==> config.mk <==
export PLATFORM = sky130hd
export DESIGN_NAME = tff_mod_counter
export DESIGN_NICKNAME = d
export VERILOG_FILES = /design/src/rtl/tff_pkg.sv /design/src/rtl/tff_cell.sv /design/src/rtl/tff_mod_counter.sv
export SDC_FILE = /design/constraint.sdc
export NUM_CORES = 1
export LEC_CHECK = 0
export BUFFER_PORTS_ARGS = -buffer_cell sky130_fd_sc_hd__buf_2
export CORE_MARGIN = 2
export CORE_UTILIZATION = 36
export DETAILED_ROUTE_END_ITERATION = 10
export GPL_TIMING_DRIVEN = 1
export PLACE_DENSITY = 0.66
export SYNTH_ARGS = -nofsm -noshare
export SYNTH_HDL_FRONTEND = slang
export SYNTH_HIERARCHICAL = 1
export SYNTH_SLANG_ARGS = --single-unit
==> constraint.sdc <==
create_clock -name clk -period 2.44 [get_ports clk]
set_clock_uncertainty 0.1 [all_clocks]
set_input_delay 0.122 -clock clk [delete_from_list [all_inputs] [get_ports clk]]
set_output_delay 0.122 -clock clk [all_outputs]
set_load 0.02 [all_outputs]
==> src/rtl/tff_pkg.sv <==
// Shared definitions for the T-flip-flop counter library: direction encoding
// and the legal parameter limits checked at elaboration.
package tff_pkg;

  typedef enum logic {
    DIR_DOWN = 1'b0,
    DIR_UP   = 1'b1
  } dir_e;

  localparam int unsigned MAX_WIDTH   = 16;
  localparam int unsigned MIN_MODULUS = 2;

endpackage : tff_pkg

==> src/rtl/tff_cell.sv <==
// Single T flip-flop cell with synchronous reset, parallel load and an
// independently registered complement output.
module tff_cell (
  input  logic clk,
  input  logic reset,
  input  logic rst_val,
  input  logic t,
  input  logic ld,
  input  logic ld_val,
  output logic q,
  output logic qbar
);

  // NOTE: sequential state uses non-blocking assignments so every cell samples
  // the pre-edge values of the shared next-state logic.
  always_ff @(posedge clk) begin
    if (reset) begin
      q    <= rst_val;
      qbar <= ~rst_val;
    end else if (ld) begin
      q    <= ld_val;
      qbar <= ~ld_val;
    end else if (t) begin
      q    <= ~q;
      qbar <= ~qbar;
    end
  end

endmodule : tff_cell

==> src/rtl/tff_mod_counter.sv <==
// Modulo-MODULUS up/down counter built from WIDTH T cells, with load, terminal
// count and wrap pulse. Define TFF_CNT_DIVOUT_EN to add the div_out divider.
module tff_mod_counter
  import tff_pkg::*;
#(
  parameter int unsigned WIDTH     = 4,
  parameter int unsigned MODULUS   = 10,
  parameter int unsigned RESET_VAL = 0
) (
  input  logic             clk,
  input  logic             reset,
  input  logic             en,
  input  logic             up,
  input  logic             load,
  input  logic [WIDTH-1:0] load_val,
  output logic [WIDTH-1:0] q,
  output logic [WIDTH-1:0] qbar,
  output logic             tc,
`ifdef TFF_CNT_DIVOUT_EN
  output logic             div_out,
`endif
  output logic             wrap
);

  generate
    if (WIDTH < 1 || WIDTH > MAX_WIDTH) begin : g_bad_width
      $error("tff_mod_counter: WIDTH must be 1..16");
    end
    if (MODULUS < MIN_MODULUS || 64'(MODULUS) > (64'd1 << WIDTH)) begin : g_bad_modulus
      $error("tff_mod_counter: MODULUS must be 2..2**WIDTH");
    end
    if (RESET_VAL >= MODULUS) begin : g_bad_reset_val
      $error("tff_mod_counter: RESET_VAL must be below MODULUS");
    end
  endgenerate

  localparam logic [WIDTH-1:0] MAX_Q = WIDTH'(MODULUS - 1);
  localparam logic [WIDTH-1:0] RST_Q = WIDTH'(RESET_VAL);

  dir_e             dir;
  logic [WIDTH-1:0] nxt;
  logic [WIDTH-1:0] t;
  logic [WIDTH-1:0] ld_q;
  logic             wrap_evt;

  assign dir = dir_e'(up);

  // NOTE: every always_comb output gets a default first so no path can infer a latch.
  always_comb begin
    nxt = q;
    if (dir == DIR_UP) begin
      nxt = (q == MAX_Q) ? '0 : q + WIDTH'(1);
    end else begin
      nxt = (q == '0) ? MAX_Q : q - WIDTH'(1);
    end
  end

  // Each cell toggles exactly where the current and next counts differ.
  assign t    = en ? (q ^ nxt) : '0;
  assign ld_q = (load_val > MAX_Q) ? MAX_Q : load_val;

  generate
    for (genvar i = 0; i < WIDTH; i++) begin : g_cell
      tff_cell u_cell (
        .clk     (clk),
        .reset   (reset),
        .rst_val (RST_Q[i]),
        .t       (t[i]),
        .ld      (load),
        .ld_val  (ld_q[i]),
        .q       (q[i]),
        .qbar    (qbar[i])
      );
    end
  endgenerate

  assign tc       = (dir == DIR_UP) ? (q == MAX_Q) : (q == '0);
  assign wrap_evt = en & ~load & tc;

  always_ff @(posedge clk) begin
    if (reset) wrap <= 1'b0;
    else       wrap <= wrap_evt;
  end

`ifdef TFF_CNT_DIVOUT_EN
  always_ff @(posedge clk) begin
    if (reset)         div_out <= 1'b0;
    else if (wrap_evt) div_out <= ~div_out;
  end
`endif

endmodule : tff_mod_counter

# After elaboration in Yosys (flattened, before gate mapping)
# Cells that the tools add are included.
[classes]
reduce_logical = 5
n_eq_ne = 1
bitwise_logic = 16
magnitude_cmp = 1
addsub = 2
mux = 22
[op_table]
columns = ["op", "n"]
rows = [
  ["$mux 4", 5],
  ["$mux 1", 17],
  ["$not 1->1", 13],
  ["$reduce_bool 2->1", 4],
  ["$add 4x1->4 const B", 1],
  ["$eq 4x4->1 const B", 1],
  ["$gt 4x4->1 const B", 1],
  ["$logic_not 4->1", 1],
  ["$sub 4x1->4 const B", 1],
  ["$xor 4x4->4", 1],
  ["$and 1x1->1", 2],
]
[word_totals]
word_cells = 56
output_inout_bits = 10
ff_bits = 9

# Depth between registers and ports, before layout
[logic_depth]
word_depth = 7
depth_mapped = 6
ltp_nobuf = 6

# By module
# The synthesis kept the hierarchy.
[by_module_without_submodules]
columns = ["module", "seq_area_each_um2", "area_per_inst_um2", "n_inst", "cells_per_inst"]
rows = [
  ["tff_cell", 60.1, 112.6, 4, 9],
  ["tff_mod_counter", 20.0, 286.5, 1, 39],
]

# Worst setup path before layout
# No wires, ideal clock.
[synth_timing]
path_type = "reg2reg"
startpoint = "register g_cell[1].u_cell.q"
endpoint = "register g_cell[2].u_cell.q (enable)"
arrival_time_ps = 2011
n_path_buf = 0
synth_period_minus_slack_ps = 2372
t_required_ps = 2079
path_slack_ps = 68
stages_incl_launch_ff = 7
cell_sequence = "edfxtp_1 > inv_1 > ha_1 > or3b_1 > a21oi_2 > nor3b_1 > or3_1"
[synth_between]
elab_chain_len = 6
word_cells_on_any_way = 10
classes_between = "add/sub: 2; eq/ne: 1; mux: 4; bitwise: 1; reduce/logical: 2"
[synth_lines]
columns = ["item", "line", "source"]
rows = [
  ["from (decl)", "tff_cell.sv:10", "output logic q,"],
  ["from (signal assigned)", "tff_cell.sv:18", "q <= rst_val;"],
  ["from (signal assigned)", "tff_cell.sv:21", "q <= ld_val;"],
  ["from (signal assigned)", "tff_cell.sv:24", "q <= ~q;"],
  ["$sub 4x1->4 (tied with other cells)", "tff_mod_counter.sv:54", "nxt = (q == '0) ? MAX_Q : q - WIDTH'(1);"],
  ["$mux 4, on equally long branches", "tff_mod_counter.sv:54, tff_mod_counter.sv:52", ""],
  ["$mux 4 (*)", "tff_mod_counter.sv:51", "if (dir == DIR_UP) begin"],
  ["$xor 4x4->4 (*)", "tff_mod_counter.sv:59", "assign t = en ? (q ^ nxt) : '0;"],
  ["$mux 4 (*)", "tff_mod_counter.sv:59", ""],
  ["named net t[2]", "tff_mod_counter.sv:42", "logic [WIDTH-1:0] t;"],
  ["$reduce_bool 2->1 (no source line) (*)", "n/a", ""],
  ["to (signal assigned)", "tff_cell.sv:18", ""],
  ["to (signal assigned)", "tff_cell.sv:21", ""],
  ["to (signal assigned)", "tff_cell.sv:24", ""],
  ["to (decl)", "tff_cell.sv:10", ""],
]
# The timed path passes the listed nets; every way through them passes the cells marked *.
# A chain may end at the register's enable or synchronous reset.

# Final worst setup path
# Same ends and word-level chain as after synthesis.

==> results.json <==
{
  "area_growth_pct": 21.9,
  "synthCells": 75,
  "drv_cap": 0,
  "period_minus_slack_ns": 2.11,
  "cts-hold-fix-buffers": 0,
  "dp.final_hpwl_um": 1180,
  "clockBufferDepth": 2,
  "cts_setup_buffers": 0,
  "hold_viol": 0,
  "grt_max_degree": 18,
  "synth.distinct_cells": 26,
  "final_layout_size_suffix_gt1_frac": 0.290,
  "yosys.area.top_type": "edfxtp_1",
  "gp_congestion": 0.858,
  "dieArea_mm2": 0.00243,
  "drv_slew": 0,
  "io_pins": 19,
  "numCtsBuffers": 3,
  "synth_edf_count": 8,
  "crit_chain": "inv_1 > ha_1 > or3b_1 > a21oi_2 > nor3b_1 > or3_1",
  "antenna_found_initial": 0,
  "synthTopCellsByArea": "edfxtp_1 33%, nor2b_1 9.3%, mux2i_1 8.1%, ha_1 6.8%, o31ai_2 6.8%",
  "async_flop_share": 0,
  "power-per-cell-area_mw_per_mm2": 513,
  "cts_root_buf": "clkbuf_4",
  "hold_class": "input port to register",
  "die_height_um": 49.2,
  "synth_ff_type": "edfxtp_1",
  "cts_tree": "built",
  "endpoint_kind": "register",
  "critPathLaunchType": "register",
  "track_usage": 0.146,
  "grt_pass1_wl_um": 2740,
  "core_area_mm2": 0.00194,
  "hold_ws_ns": 0.0599,
  "avgSynthCellArea_um2": 9.83,
  "crit_path_max_fanout": 5,
  "ys_seq_elements": 9,
  "gr-total-overflow": 0,
  "cp_data_required_time_ns": 2.35,
  "cp.arrival_ns": 2.01,
  "ys_top_cells_by_count": "11 x nor2b_1, 8 x edfxtp_1, 7 x nand2_1",
  "p_leak_nw": 0.393,
  "start_util": 0.380,
  "setup_tns_ns": 0,
  "finalWirelength_um": 1470,
  "period_share": 0.863,
  "setup_viol": 0,
  "vias": 634,
  "synth_top_area_share": 0.326,
  "fp.dieW_um": 49.2,
  "slowest_stage": "or3_1",
  "ys_seq_area_frac": 0.353,
  "wire_per_inst_um": 11.6,
  "rsz0062_at_grt": "false",
  "cts.repair.resized": 0,
  "drcViolationCount": 0,
  "portBuffers": 18,
  "drt-initial-drc-count": 3,
  "num_antenna_cells": 0,
  "clk_pin_slew_ns": 0.06,
  "h-tree-depth": 1,
  "yosysMostFrequentCell": "nor2b_1",
  "synth_warnings": 6,
  "insertion_delay_ns": 0.26,
  "grt_pass1_vias": 604,
  "first_pass_iters": 4,
  "clock.fmax_ghz": 0.475,
  "fin_nets": 114,
  "peakVddDrop_mv": 0.306,
  "avgViaCountPerCell": 4.99,
  "syn_area_um2": 737,
  "max_stage_delay_ns": 0.40,
  "clock-sinks": 9,
  "postRouteAntennaNets": 0,
  "outcome": "finished clean",
  "rows": 16,
  "critical_path_class": "register to register",
  "reg2reg_slack_ns": 0.33
}
==> critical path, delay by kind of cell (launching register included) <==
kind,cells,cell delay (ns)
AO/OA/AOI/OAI,1,0.19
adder cells (fa/ha/maj),1,0.22
buffers and inverters,1,0.12
flip-flops,1,0.38
AND/OR/NAND/NOR,3,0.84
==> kinds of logic after synthesis <==
family                   Yosys count  synth area share
multiplexers                       6            0.0815
adder cells (fa/ha/maj)            4            0.0679
AO/OA/AOI/OAI                     16             0.185
AND/OR/NAND/NOR                   35             0.277
flip-flops                         9             0.353
other                              1           0.00509
buffers and inverters              4            0.0306
==> power breakdown <==
group / total [mW] / internal, mW / switching (mW)
clock network: 0.115 / 0.0631 / 0.0524
registers: 0.201 / 0.187 / 0.0138
logic: 0.144 / 0.0620 / 0.0822
total: 0.461 / 0.312 / 0.148
==> flip-flops by register name (all words and copies together) (netlist names) <==
| name | cells |
|---|---|
| g_cell.u_cell/qbar | 4 |
| wrap | 1 |
| g_cell.u_cell/q | 4 |
==> stage by stage <==
step                utilization  instances  total power [mW]  setup slack, ns  area, µm²
finish                    0.463        127             0.461            0.334        898
global route              0.463        127             0.497            0.224        898
CTS                       0.463        127             0.467            0.337        898
detailed placement        0.449        123             0.349            0.343        872
global placement          0.449        123             0.347            0.395        872
floorplan                     -         78             0.299           0.0685        748
==> final cells by class <==
cell class / count / area (µm²)
Fill cell: 198 / 1040
Multi-Input combinational cell: 65 / 465
Sequential cell: 9 / 260
Timing Repair Buffer: 20 / 105
Tap cell: 27 / 33.8
Clock buffer: 4 / 26.3
Inverter: 2 / 7.51
==> cell usage in the layout, fill, tap and decap left out, types with 3 or more instances in the layout <==
| cell | Yosys | layout |
|---|---|---|
| nor2b_1 | 11 | 11 |
| buf_2 | 0 | 18 |
| or3_1 | 4 | 4 |
| mux2i_1 | 6 | 6 |
| nor2_1 | 4 | 4 |
| conb_1 | 1 | 4 |
| o21a_1 | 5 | 5 |
| o21ai_0 | 3 | 3 |
| nand2_1 | 7 | 7 |
| ha_1 | 4 | 4 |
| edfxtp_1 | 8 | 8 |
| o31ai_2 | 4 | 4 |
| clkbuf_4 | 0 | 3 |
==> per-layer routing <==
layer / up-vias / global-route usage / share of wire
met5: - / 0 / 0
met4: 0 / 0.0714 / 0.020
met3: 4 / 0.0307 / 0.048
met2: 17 / 0.218 / 0.42
met1: 290 / 0.197 / 0.51
li1: 323 / - / -
==> final timing paths <==
kind	startpoint	endpoint	cells past startpoint
worst max-delay path	g_cell[1].u_cell/q$_DFFE_PP_	g_cell[2].u_cell/q$_DFFE_PP_	6
worst min-delay path	en	wrap$_SDFF_PP0_	2
worst max register to register	g_cell[1].u_cell/q$_DFFE_PP_	g_cell[2].u_cell/q$_DFFE_PP_	6
worst min register to register	g_cell[3].u_cell/qbar$_DFFE_PP_	g_cell[3].u_cell/qbar$_DFFE_PP_	2
Power figures use the tool's default switching activity.
